## src/rtl/diff_ser_tx_pkg.sv

```systemverilog
// Shared definitions for the differential serial transmitter: FSM encoding,
// legal parameter ranges and a counter-width helper.
package diff_ser_tx_pkg;

    typedef enum logic [1:0] {
        ST_IDLE  = 2'd0,
        ST_SHIFT = 2'd1,
        ST_GAPW  = 2'd2
    } tx_state_e;

    localparam int WIDTH_MIN = 2;
    localparam int WIDTH_MAX = 32;
    localparam int DIV_MIN   = 1;
    localparam int DIV_MAX   = 256;
    localparam int GAP_MIN   = 0;
    localparam int GAP_MAX   = 15;
    localparam int GAP_CNT_W = 4;

    // Bits needed to count 0..n-1, never less than one.
    function automatic int cnt_width(input int n);
        return (n <= 2) ? 1 : $clog2(n);
    endfunction

endpackage

```

## src/rtl/diff_ser_tx_if.sv

```systemverilog
// Word handshake and differential output bundle of diff_ser_tx.
interface diff_ser_tx_if #(
    parameter int WIDTH = 8
);
    logic [WIDTH-1:0] DATA;
    logic             VALID;
    logic             READY;
    logic             BUSY;
    logic             DONE;
    logic             O;
    logic             OB;

    modport slave (
        input  DATA, VALID,
        output READY, BUSY, DONE, O, OB
    );

    modport master (
        output DATA, VALID,
        input  READY, BUSY, DONE, O, OB
    );
endinterface

```

## src/rtl/diff_tx_bit_tick.sv

```systemverilog
// Bit-period divider: pulses o_tick on the last cycle of every DIV-cycle
// period while enabled; restarts from zero whenever disabled.
module diff_tx_bit_tick
    import diff_ser_tx_pkg::*;
#(
    parameter int DIV = 1
) (
    input  logic CLK,
    input  logic RST_N,
    input  logic i_en,
    output logic o_tick
);

    localparam int               CNT_W    = cnt_width(DIV);
    localparam logic [CNT_W-1:0] LAST_CNT = CNT_W'(DIV - 1);

    logic [CNT_W-1:0] r_cnt;

    assign o_tick = i_en && (r_cnt == LAST_CNT);

    always_ff @(posedge CLK) begin
        if (!RST_N || !i_en) begin
            r_cnt <= '0;
        end else if (r_cnt == LAST_CNT) begin
            r_cnt <= '0;
        end else begin
            r_cnt <= r_cnt + 1'b1;
        end
    end

endmodule

```

## src/rtl/diff_ser_tx.sv

```systemverilog
// MSB-first parallel-to-serial transmitter with a differential output pair,
// per-bit clock divider and a configurable idle gap between words.
module diff_ser_tx
    import diff_ser_tx_pkg::*;
#(
    parameter int   WIDTH    = 8,
    parameter int   DIV      = 1,
    parameter int   GAP      = 1,
    parameter logic IDLE_VAL = 1'b0
) (
    input  logic          CLK,
    input  logic          RST_N,
    diff_ser_tx_if.slave  bus
);

    localparam int               BIT_W    = cnt_width(WIDTH);
    localparam logic [BIT_W-1:0] LAST_BIT = BIT_W'(WIDTH - 1);

    if (WIDTH < WIDTH_MIN || WIDTH > WIDTH_MAX) begin : g_bad_width
        $error("diff_ser_tx: WIDTH out of range");
    end
    if (DIV < DIV_MIN || DIV > DIV_MAX) begin : g_bad_div
        $error("diff_ser_tx: DIV out of range");
    end
    if (GAP < GAP_MIN || GAP > GAP_MAX) begin : g_bad_gap
        $error("diff_ser_tx: GAP out of range");
    end

    tx_state_e            r_state;
    logic [WIDTH-1:0]     r_shift;
    logic [BIT_W-1:0]     r_bit_cnt;
    logic [GAP_CNT_W-1:0] r_gap_cnt;
    logic                 r_o;
    logic                 r_done;
    logic                 w_ready;
    logic                 w_tick;

    assign w_ready   = (r_state == ST_IDLE) && RST_N;
    assign bus.READY = w_ready;
    assign bus.BUSY  = (r_state != ST_IDLE);
    assign bus.DONE  = r_done;
    // Both legs come from the one r_o flop so they can never agree.
    assign bus.O     = r_o;
    assign bus.OB    = ~r_o;

    diff_tx_bit_tick #(
        .DIV (DIV)
    ) u_bit_tick (
        .CLK    (CLK),
        .RST_N  (RST_N),
        .i_en   (r_state == ST_SHIFT),
        .o_tick (w_tick)
    );

    always_ff @(posedge CLK) begin
        if (!RST_N) begin
            r_state   <= ST_IDLE;
            r_shift   <= '0;
            r_bit_cnt <= '0;
            r_gap_cnt <= '0;
            r_o       <= IDLE_VAL;
            r_done    <= 1'b0;
        end else begin
            r_done <= 1'b0;
            case (r_state)
                ST_IDLE: begin
                    if (bus.VALID) begin
                        // MSB goes straight to the output; r_shift holds the rest.
                        r_state   <= ST_SHIFT;
                        r_o       <= bus.DATA[WIDTH-1];
                        r_shift   <= {bus.DATA[WIDTH-2:0], 1'b0};
                        r_bit_cnt <= '0;
                    end
                end
                ST_SHIFT: begin
                    if (w_tick) begin
                        if (r_bit_cnt == LAST_BIT) begin
                            r_o       <= IDLE_VAL;
                            r_done    <= 1'b1;
                            r_bit_cnt <= '0;
                            if (GAP == 0) begin
                                r_state <= ST_IDLE;
                            end else begin
                                r_state   <= ST_GAPW;
                                r_gap_cnt <= GAP_CNT_W'(GAP - 1);
                            end
                        end else begin
                            r_o       <= r_shift[WIDTH-1];
                            r_shift   <= {r_shift[WIDTH-2:0], 1'b0};
                            r_bit_cnt <= r_bit_cnt + 1'b1;
                        end
                    end
                end
                ST_GAPW: begin
                    if (r_gap_cnt == '0) begin
                        r_state <= ST_IDLE;
                    end else begin
                        r_gap_cnt <= r_gap_cnt - 1'b1;
                    end
                end
                default: begin
                    r_state <= ST_IDLE;
                    r_o     <= IDLE_VAL;
                end
            endcase
        end
    end

endmodule

```

## src/flat_wrapper.sv

```systemverilog
// flat-port wrapper written by rule: the top's interface ports become plain ports
module diff_ser_tx_flat import diff_ser_tx_pkg::*;
#(
    parameter int   WIDTH    = 8,
    parameter int   DIV      = 1,
    parameter int   GAP      = 1,
    parameter logic IDLE_VAL = 1'b0
)
  (CLK, RST_N, bus_DATA, bus_VALID, bus_READY, bus_BUSY, bus_DONE, bus_O, bus_OB);
  diff_ser_tx_if #(.WIDTH(WIDTH)) bus_i ();
  input  logic CLK;
  input  logic RST_N;
  input wire logic [$bits(bus_i.DATA)-1:0] bus_DATA;
  input wire logic [$bits(bus_i.VALID)-1:0] bus_VALID;
  output wire logic [$bits(bus_i.READY)-1:0] bus_READY;
  output wire logic [$bits(bus_i.BUSY)-1:0] bus_BUSY;
  output wire logic [$bits(bus_i.DONE)-1:0] bus_DONE;
  output wire logic [$bits(bus_i.O)-1:0] bus_O;
  output wire logic [$bits(bus_i.OB)-1:0] bus_OB;
  assign bus_i.DATA = bus_DATA;
  assign bus_i.VALID = bus_VALID;
  assign bus_READY = bus_i.READY;
  assign bus_BUSY = bus_i.BUSY;
  assign bus_DONE = bus_i.DONE;
  assign bus_O = bus_i.O;
  assign bus_OB = bus_i.OB;
  diff_ser_tx #(.WIDTH(WIDTH), .DIV(DIV), .GAP(GAP), .IDLE_VAL(IDLE_VAL)) u_core (.CLK(CLK), .RST_N(RST_N), .bus(bus_i));
endmodule
```

## config.mk

```make
export PLATFORM = sky130hd
export DESIGN_NAME = diff_ser_tx_flat
export DESIGN_NICKNAME = d
export VERILOG_FILES = /design/src/rtl/diff_ser_tx_pkg.sv /design/src/rtl/diff_ser_tx_if.sv /design/src/rtl/diff_tx_bit_tick.sv /design/src/rtl/diff_ser_tx.sv /design/src/flat_wrapper.sv
export SDC_FILE = /design/constraint.sdc
export NUM_CORES = 1
export LEC_CHECK = 0
export ABC_CLOCK_PERIOD_IN_PS = 2100
export BUFFER_PORTS_ARGS = -buffer_cell sky130_fd_sc_hd__buf_4
export CAP_MARGIN = 20
export CELL_PAD_IN_SITES_DETAIL_PLACEMENT = 1
export CELL_PAD_IN_SITES_GLOBAL_PLACEMENT = 1
export CORE_MARGIN = 5
export CORE_UTILIZATION = 42
export DETAILED_ROUTE_END_ITERATION = 16
export PLACE_DENSITY = 0.81
export SLEW_MARGIN = 20
export SYNTH_ARGS = -nofsm -noshare
export SYNTH_HDL_FRONTEND = slang
export SYNTH_SLANG_ARGS = --single-unit
```

## constraint.sdc

```tcl
create_clock -name CLK -period 2.1 [get_ports CLK]
set_input_delay 0 -clock CLK [delete_from_list [all_inputs] [get_ports CLK]]
set_output_delay 0 -clock CLK [all_outputs]
set_load 0.005 [all_outputs]
```

== After elaboration in Yosys (flattened, before gate mapping) ==
Index checks and enable logic that the tools add are counted.

* $add $sub $neg: 3
* Eq/ne operators: 9
* Muxes and demuxes: 22
* Bitwise logic cells: 3
* Reduce and logical (&&, ||, !) cells: 17

{| class="wikitable"
|+ Operators with widths
! kind !! number
|-
| 2-to-1 mux 8 bit || 3
|-
| case mux 8 bit (2 select lines) || 1
|-
| 2-to-1 mux 4 bit || 3
|-
| AND reduction 4 bit || 3
|-
| 2-to-1 mux 3 bit || 3
|-
| AND reduction 3 bit || 3
|-
| 2-to-1 mux 2 bit || 4
|-
| case mux 4 bit (2 select lines) || 1
|-
| != test 2 x 1 -> 1 bit (second input constant) || 3
|-
| != test 2 bit (second input constant) || 3
|-
| case mux 2 bit (3 select lines) || 1
|-
| case mux 3 bit (2 select lines) || 1
|-
| nonzero test 2 bit || 3
|-
| logical NOT 4 bit || 1
|-
| 2-to-1 mux 1 bit || 4
|-
| subtractor 4 x 1 -> 4 bit (second input constant) || 1
|-
| adder 3 x 1 -> 3 bit (second input constant) || 1
|-
| equality test 3 bit (second input constant) || 1
|-
| inverter 1 bit || 3
|-
| case mux 1 bit (3 select lines) || 1
|-
| equality test 2 x 1 -> 1 bit (second input constant) || 1
|-
| equality test 2 bit (second input constant) || 1
|-
| logical AND 1 bit || 2
|-
| logical NOT 1 bit || 2
|-
| 4 further kinds || 4
|}

* Register bits after elaboration: 20
* Input port bits: 11
* Output and inout bits: 5
* Logic and storage cells: 61

== Logic depth before layout (Yosys ltp) ==
* Depth after elaboration: 4
* Gate-level depth with buffers: 6

== Cells and area by module ==
A second synthesis with hierarchy kept.

* Cells, all modules: 107
* Area, all modules: 963.4 um^2

{| class="wikitable"
|+ Modules (own cells, without submodules)
! module !! instances !! cells an instance !! area an instance (um^2) !! seq. area each (um^2)
|-
| diff_ser_tx || 1 || 104 || 925.9 || 360.3
|-
| diff_tx_bit_tick || 1 || 3 || 37.5 || 20.0
|}

== Least setup slack after synthesis ==
Ideal clock, no wire load.

* Path type: register -> register
* Start point: register u_core.r_bit_cnt[0]
* End point: register u_core.r_shift[1]
* Setup time: 0.128 ns
* Arrival time: 1.473 ns
* Path slack: 0.499 ns
* Stages on the path, launching flop included: 7
* Buffers on the path: 1
* Cell sequence: dfxtp_1 ha_1 ha_1 nor4b_4 or2_1 buf_6 o32ai_2

* Longest elaborated chain between the ends: 3

{| class="wikitable"
|+ Ends and longest elaborated chain
! item !! line !! text
|-
| from (decl) || diff_ser_tx.sv:31 || <nowiki>logic [BIT_W-1:0] r_bit_cnt;</nowiki>
|-
| from (signal assigned) || diff_ser_tx.sv:90 || <nowiki>r_bit_cnt <= r_bit_cnt + 1'b1;</nowiki>
|-
| equality test 3 bit || diff_ser_tx.sv:77 || <nowiki>if (r_bit_cnt == LAST_BIT) begin</nowiki>
|-
| != test 2 bit (no line) || -- ||
|-
| AND reduction 4 bit (no line) || -- ||
|-
| to (signal assigned) || diff_ser_tx.sv:71 || <nowiki>r_shift <= {bus.DATA[WIDTH-2:0], 1'b0};</nowiki>
|-
| to (signal assigned) || diff_ser_tx.sv:89 || <nowiki>r_shift <= {r_shift[WIDTH-2:0], 1'b0};</nowiki>
|-
| to (decl) || diff_ser_tx.sv:30 || <nowiki>logic [WIDTH-1:0] r_shift;</nowiki>
|}

Every way passes these cells.
A chain may end at the register's enable or synchronous reset.

== Final worst setup path ==
Ends and elaborated chain as after synthesis.

==> qor.txt <==
Final min period: 1756 ps
CTS root buffer: clkbuf_4
fin. max-slew vios: 0
Worst setup EP type: register
final instance area: 0.001194 sq mm
Setup Skew: 3.027 ps
ys flop type: dfxtp_1
Yosys cell types: 39
CP arrival: 1950 ps
Initial Util: 44.86%
Syn Nets: 118
CTS clk-pin slew, worst paths: 120 ps
r2r worst-path depth: 5
final WL: 2322 um
Syn Area/Cell: 9.817 sq um
largest net degree at the start of global routing: 17
Tot GR Track Use: 15.11%
# IOs: 16
WHS Endpoint: u_core.r_bit_cnt[2]$_SDFFE_PN0P_
worst-case clock buffer depth: 2
kind of critical path: register to register
worst r2r src: u_core.r_bit_cnt[0]$_SDFFE_PN0P_
final worst path period share: 83.62%
layout cells sized above 1: 30.33%
Non-Filler Instances: 150
hpwl dp: 1743 um
final net count: 137
initial antenna violation count: 0
IO buf count: 15
Syn Std Cell Area: 0.001021 sq mm
H-tree levels: 1
flops & latches, synth: 19
die width: 59.31 um
CTS Buf Count: 3
CP Launch Type: register
worst reg2reg path endpoint: u_core.r_shift[1]$_SDFFE_PN0P_
Placed Area: 0.001156 sq mm
DR DRC count: 0
Core Area: 0.002276 sq mm
first-pass GRT wire length: 3877 um
TritonRoute pass-1 iters: 2
CTS tree: yes
required time of the critical path: 2290 ps
wire per inst: 15.48 um
commonest non-fill, non-tap cells in the layout: buf_4 (19), dfxtp_1 (19), mux2i_1 (9)
ranking of synthesized cells by area: dfxtp_1 (37%), mux2i_1 (8.8%), a211oi_2 (7.4%), ha_1 (3.7%), o32ai_2 (3.2%)
status: complete, no violations
P_leak: 0.4706 nW
RSZ-0062 raised after global routing: no
Iteration-0 DRC Markers: 4
fmax: 0.5694 GHz
Hold Crit Class: primary input to register
post-synth top area share: 37.25%
Filler cells: 269
number of synthesized flops with an enable pin: 0
Max Cap Viol: 0
VDD IR max: 0.5776 mV
Inserted Diodes: 0
Area growth, synth to finish: 16.91%
final hold vios: 0
fraction of registers with async set/reset: 0%
FF-to-FF setup slack: 340 ps
Min-Delay Path Depth: 3
Die H: 59.31 um
GR Overflow Total: 0
number of global-route vias before repair: 867
Placer Congestion: 0.7285
FP Rows: 17
Final WS setup: 343.9 ps
Syn. warnings: 0
clock sink count: 19
Inst Count DP: 145
post-place setup slack: 375.1 ps
area leader, netlist: dfxtp_1
synthesized netlist cell count: 104
Worst Min Path Start: RST_N
setup violators final: 0
Vias: 830
DIE AREA: 0.003517 sq mm
Crit Path Max Fanout: 7
Fin Setup TNS: 0 ps
Clock Latency Late Sink: 310 ps
Post-DRT Antenna Nets: 0
Seq/Total Area, Yosys: 37.25%
PD cells: 608.2 mW/mm^2
via-per-instance ratio: 5.533
==> cell families after synthesis <==
family                   count (synthesis)  share of synthesized area, %
other                                    1                        0.3673
flip-flops                              19                         37.25
AO/OA/AOI/OAI                           20                         17.77
buffers and inverters                   12                         6.371
AND/OR/NAND/NOR                         40                         25.74
adder cells (fa/ha/maj)                  3                         3.677
multiplexers                             9                         8.824
==> power by group <==
group | internal, mW | switching, mW | leakage (nW)
logic | 0.0677 | 0.0628 | 0.297
clock network | 0.0714 | 0.127 | 0.0177
registers | 0.380 | 0.0174 | 0.156
==> Yosys cell counts, types with 2 or more instances <==
cell type   n
dfxtp_1    19
mux2i_1     9
nand2_1     8
a211oi_2    6
nor3_1      6
inv_1       5
nand2b_1    5
a21oi_1     4
buf_4       3
ha_1        3
nand3_1     3
nand3b_1    2
nor2_1      2
o21ai_1     2
o22ai_1     2
o32ai_2     2
==> sequential cells by signal (all words and copies together) (netlist names) <==
name and count:
u_core.r_shift 7, u_core.r_bit_cnt 3, u_core.r_gap_cnt 4, u_core.u_bit_tick.r_cnt 1, u_core.bus.O 1, u_core.bus.DONE 1, u_core.r_state 2
==> worst max-delay path, stage by stage (launching register included) <==
cell and delay (ps):
dfxtp_1 340, ha_1 200, ha_1 290, nor4b_4 290, or2_1 370, o32ai_2 140
==> cell type report <==
cell class	instances	area [sq um]	area share (%)
clock buffer	3	22.52	1.887
timing repair buffer	20	152.6	12.79
clock inverter	1	5.005	0.4193
sequential	19	380.4	31.87
multi-input combinational	73	575.6	48.22
inverter	6	22.52	1.887
tap	28	35.03	2.935
==> what timing repair did <==
action	in CTS	in global routing
setup endpoints to repair	0	0
buffers inserted	0	0
resized for setup	0	0
hold buffers	1	0
hold endpoints to repair	1	0
==> how the worst max path moves through the flow <==
stage                                endpoint                             start  cells past startpoint  slack [ps]
6_report       u_core.r_shift[1]$_SDFFE_PN0P_  u_core.r_bit_cnt[0]$_SDFFE_PN0P_                      5         340
5_1_grt        u_core.r_shift[1]$_SDFFE_PN0P_  u_core.r_bit_cnt[0]$_SDFFE_PN0P_                      5         260
4_1_cts        u_core.r_shift[1]$_SDFFE_PN0P_  u_core.r_bit_cnt[0]$_SDFFE_PN0P_                      5         350
3_5_place_dp   u_core.r_shift[1]$_SDFFE_PN0P_  u_core.r_bit_cnt[0]$_SDFFE_PN0P_                      5         380
3_3_place_gp   u_core.r_shift[1]$_SDFFE_PN0P_  u_core.r_bit_cnt[0]$_SDFFE_PN0P_                      5         420
2_1_floorplan  u_core.r_shift[1]$_SDFFE_PN0P_  u_core.r_bit_cnt[0]$_SDFFE_PN0P_                      6         500
==> per-layer routing <==
layer / part of all wire (%) / track usage, % / vias to the layer above
met5: 0 / 0 / -
met4: 2.2 / 7.767 / 0
met3: 4.5 / 5.229 / 5
met2: 50 / 25.12 / 14
met1: 44 / 16.86 / 401
li1: - / - / 410
==> per-stage QoR <==
step | hold WS (ps) | total power, mW | util [%]
CTS | 9.347 | 0.7355 | 52.45
floorplan | 183.0 | 0.4935 | -
finish | 22.13 | 0.7260 | 52.45
detailed placement | 328.1 | 0.5344 | 50.80
global placement | 311.5 | 0.5280 | 50.80
global route | 23.26 | 0.7659 | 52.45
(Power assumes the default switching activity.)
